==> config.mk <==
export PLATFORM = sky130hd
export DESIGN_NAME = cr_kme_stall_fifo
export DESIGN_NICKNAME = d
export VERILOG_FILES = /design/src/rtl/cr_kme_stall_fifo.sv
export SDC_FILE = /design/constraint.sdc
export NUM_CORES = 2
export LEC_CHECK = 0
export CORE_MARGIN = 2
export CORE_UTILIZATION = 62
export CTS_BUF_LIST = sky130_fd_sc_hd__clkbuf_4 sky130_fd_sc_hd__clkbuf_8 sky130_fd_sc_hd__clkbuf_16
export DETAILED_ROUTE_END_ITERATION = 8
export PLACE_DENSITY = 0.92
export SKIP_LAST_GASP = 1
export SYNTH_ARGS = -nofsm -noshare
export SYNTH_HDL_FRONTEND = slang
export SYNTH_SLANG_ARGS = --single-unit
==> constraint.sdc <==
create_clock -name clk -period 103.1 [get_ports clk]
set_clock_uncertainty 0.15 [all_clocks]
set_input_delay 25.775 -clock clk [delete_from_list [all_inputs] [get_ports clk]]
set_output_delay 25.775 -clock clk [all_outputs]
set_load 0.01 [all_outputs]
==> src/rtl/cr_kme_stall_fifo.sv <==
// cr_kme_stall_fifo: parametrised first-word-fall-through stall FIFO
//   clk, rst                    clock, async active-high reset
//   fifo_in/_valid/_stall       write data, request, advisory back-pressure
//   fifo_in_stall_override      forces stall low when OVERRIDE_EN=1
//   fifo_out/_valid/_ack        head entry, not-empty, consumer pop
//   fifo_clear                  synchronous flush of pointers, count, sticky flags
//   fifo_used/free_slots        occupancy
//   fifo_overflow/underflow     one-cycle pulses on dropped write / empty ack
//   fifo_err_sticky             {underflow_seen, overflow_seen}
module cr_kme_stall_fifo #(
   parameter int DATA_SIZE   = 132,
   parameter int FIFO_DEPTH  = 16,
   parameter int STALL_AT    = 0,
   parameter int OVERRIDE_EN = 0,
   localparam int CNT_W      = $clog2(FIFO_DEPTH + 1)
) (
   input  logic                 clk,
   input  logic                 rst,
   input  logic [DATA_SIZE-1:0] fifo_in,
   input  logic                 fifo_in_valid,
   output logic                 fifo_in_stall,
   input  logic                 fifo_in_stall_override,
   output logic [DATA_SIZE-1:0] fifo_out,
   output logic                 fifo_out_valid,
   input  logic                 fifo_out_ack,
   input  logic                 fifo_clear,
   output logic [CNT_W-1:0]     fifo_used_slots,
   output logic [CNT_W-1:0]     fifo_free_slots,
   output logic                 fifo_overflow,
   output logic                 fifo_underflow,
   output logic [1:0]           fifo_err_sticky
);
   localparam int PTR_W = $clog2(FIFO_DEPTH);
   localparam logic [PTR_W-1:0] LAST = PTR_W'(FIFO_DEPTH - 1);
   logic [DATA_SIZE-1:0] mem [FIFO_DEPTH];
   logic [PTR_W-1:0] rd_ptr, wr_ptr;
   logic [CNT_W-1:0] cnt;
   logic full, empty, pop, push, ovf, unf;
   assign full  = cnt == CNT_W'(FIFO_DEPTH);
   assign empty = cnt == '0;
   assign pop   = fifo_out_ack & ~empty;
   // a write into a full FIFO still lands when the head leaves in the same cycle
   assign push  = fifo_in_valid & (~full | pop);
   assign ovf   = fifo_in_valid & full & ~pop & ~fifo_clear;
   assign unf   = fifo_out_ack & empty & ~fifo_clear;
   assign fifo_out        = mem[rd_ptr];
   assign fifo_out_valid  = ~empty;
   assign fifo_used_slots = cnt;
   assign fifo_free_slots = CNT_W'(FIFO_DEPTH) - cnt;
   assign fifo_in_stall   = (fifo_free_slots <= CNT_W'(STALL_AT)) & ~((OVERRIDE_EN != 0) & fifo_in_stall_override);
   always_ff @(posedge clk or posedge rst) begin
      if (rst) begin
         for (int i = 0; i < FIFO_DEPTH; i++) mem[i] <= '0;
         rd_ptr          <= '0;
         wr_ptr          <= '0;
         cnt             <= '0;
         fifo_overflow   <= 1'b0;
         fifo_underflow  <= 1'b0;
         fifo_err_sticky <= 2'b00;
      end else begin
         fifo_overflow  <= ovf;
         fifo_underflow <= unf;
         if (fifo_clear) begin
            rd_ptr          <= '0;
            wr_ptr          <= '0;
            cnt             <= '0;
            fifo_err_sticky <= 2'b00;
         end else begin
            if (push) mem[wr_ptr] <= fifo_in;
            if (push) wr_ptr <= wr_ptr == LAST ? '0 : wr_ptr + 1'b1;
            if (pop)  rd_ptr <= rd_ptr == LAST ? '0 : rd_ptr + 1'b1;
            cnt             <= cnt + CNT_W'(push) - CNT_W'(pop);
            fifo_err_sticky <= fifo_err_sticky | {unf, ovf};
         end
      end
   end
endmodule

==> impl_metrics.toml <==
[timing]
fmax_mhz = 30.7
finalSetupViolCount = 0
finalHoldViolations = 0
period_share_pct = 31.6
rsz0062_at_grt = "no"
worst_slew_pin_slew_ns = 1.30
worst_slack_ns = 70.57
final-max-slew-violation-count = 0
period_minus_slack_ns = 32.53
slew_headroom_pct = 13.1
tns_ns = 0

[routing]
viasPerCell = 6.73
num_vias = 58800
ant_nets = 0
drt_iter0_markers = 6121
totalWireLength_microns = 259000
wl_per_cell_microns = 29.7
drcViolationCount = 0
dr.pass1.iters = 6

[yosys]
synth_cell_types = 41
synth_seq_cells = 2129
syn-cell-area_sq_um = 99900
async_flop_share_pct = 100
synth_flop_cell = "dfrtp_1"
avgSynthCellArea_sq_um = 15.6
yosys_warnings = 0
synthCells = 6393
ys_seq_area_share_pct = 53.3
yosys.area.top_type = "dfrtp_1"
synthesis.nets = 6547
ys_top_cells_by_area = "dfrtp_1 53%, mux2_2 14%, mux2_4 12%"
synth_edf_count = 0
synth_top_area_share_pct = 53.3

[cells_and_area]
drive_gt1_share_pct = 42.6
fin_nets = 6537
layout_commonest_cell = "dfrtp_1"
area_delta_synth_final_pct = 10.3
layout_common_cells = "2125 x dfrtp_1, 1249 x mux2_2, 786 x mux2_4"

[critical_path]
setup.worst_path.start_class = "flip-flop"
cp_max_fo = 57
r2r_slack_ns = 97.11
crit_type = "flip-flop to output port"
worst_setup_path_end_kind = "output port"
critPathRequiredTime_ns = 77.17
arrival_ns = 6.61

[cts]
htree_levels = 4
clock_path_buffers = 3
clk_latency_ns = 0.84
cts_hold_buffers = 0
cts_sinks = 2129
clk_pin_slew_ns = 0.06
cts_tree = "built"
cts_resized = 0
post_cts_buffers = 0
cts-buffers-inserted = 207
cts.root.buffer_cell = "clkbuf_16"

[die]
core_region_area_sq_um = 160000
dieArea_sq_um = 164000
start_util_pct = 62.3
die_w_microns = 405
die_h_microns = 405
io_pins = 286
rows = 147

[global_routing]
use_met2_pct = 49.6
gr-total-overflow = 0
use_met3_pct = 7.61
gr-usage-met1_pct = 42.9
grt_pass1_wl_microns = 399000
grt-busiest-layer = "met2"
grt_max_degree = 193
grt_pass1_vias = 64200
antenna_found_initial = 34
grt_use_total_pct = 31.8

[placement]
gp_congestion = 0.777
place_ws_ns = 71.69
dp_hpwl_microns = 133000
portBuffers = 284

[power_and_ir_drop]
finalPower_mw = 2.38
ir_drop_uv = 20.1
p_leak_nw = 53.6
power_density_nw_per_um2 = 21.6

[status]
status = "completed"

[flow_run]
cap_viol_max_count = 0

[worst_hold_path]
holdCritPathClass = "flip-flop to flip-flop"
[cell usage after synthesis (15+ instances only)]
library cell and number:
mux2_1 77, buf_2 185, ha_1 15, dfrtp_1 2129, mux4_2 264, buf_6 107
a221oi_1 264, mux2_2 1249, mux2_4 786, o21ai_0 135, buf_4 32, a22oi_1 132
nand2_1 140, clkbuf_1 254, mux2i_1 528, inv_1 18
[worst paths after layout]
| check | startpoint | end | cells past startpoint |
|---|---|---|---|
| hold / removal | mem[1021] | mem[1021] | 1 |
| setup reg to reg | fifo_used_slots[1] | mem[1800] | 11 |
| max in group asynchronous | rst | mem[1087] | 6 |
| min in group asynchronous | rst | mem[779] | 2 |
| setup / recovery | rd_ptr[0] | fifo_out[54] | 8 |
| hold reg to reg | mem[1021] | mem[1021] | 1 |
[stage by stage]
stage          std cells  hold WS (ns)  area [sq um]  util (%)
2_1_floorplan       6393         0.303         99900         -
6_report            8731         0.331        110000      68.7
4_1_cts             8715         0.339        110000      68.7
3_3_place_gp        8334         0.312        103000      64.2
5_1_grt             8727         0.350        110000      68.7
3_5_place_dp        8334         0.322        103000      64.2
[worst max-delay path, stage by stage, from the launching register on]
cell	delay, ns
dfrtp_4	1.09
buf_4	0.88
buf_4	0.97
buf_4	0.91
mux2i_1	0.24
a221oi_1	0.55
o21ai_0	0.16
nand2_1	0.19
clkdlybuf4s50_1	0.55
[final cells by class]
cell class	count	area [sq um]
Sequential cell	2129	53300
Fill cell	9691	50200
Multi-Input combinational cell	3656	43300
Clock buffer	311	6380
Timing Repair Buffer	370	3650
Tap cell	2160	2700
Clock inverter	70	810
Inverter	19	86.3
Antenna cell	16	40.0
[kinds of logic (layout without fill, tap and decap cells)]
group                    after synthesis  in the layout  synth area share (%)
flip-flops                          2129           2129                  53.3
XOR/XNOR                               9              9                0.0789
AO/OA/AOI/OAI                        547            547                  4.09
AND/OR/NAND/NOR                      180            180                 0.874
multiplexers                        2904           2904                  38.0
other                                  0             16                     0
buffers and inverters                608            770                  3.45
adder cells (fa/ha/maj)               16             16                 0.208
[state kept, by name, indices dropped and copies added (netlist names)]
register,count
fifo_err_sticky,2
fifo_used_slots,5
wr_ptr,4
fifo_overflow,1
rd_ptr,4
mem,2112
fifo_underflow,1
[routing by layer]
layer | wire, microns | up-vias
met4 | 10000 | 32
li1 | - | 23800
met2 | 124000 | 2741
met5 | 192 | -
met3 | 22100 | 729
met1 | 103000 | 31500
[power by group]
group          switching [mW]  internal, mW  total (mW)
Sequential             0.0686         0.940        1.01
Clock                   0.332         0.460       0.792
Combinational           0.257         0.320       0.577
Total                   0.658          1.72        2.38
Note: power is estimated with default switching activity, not from simulation.
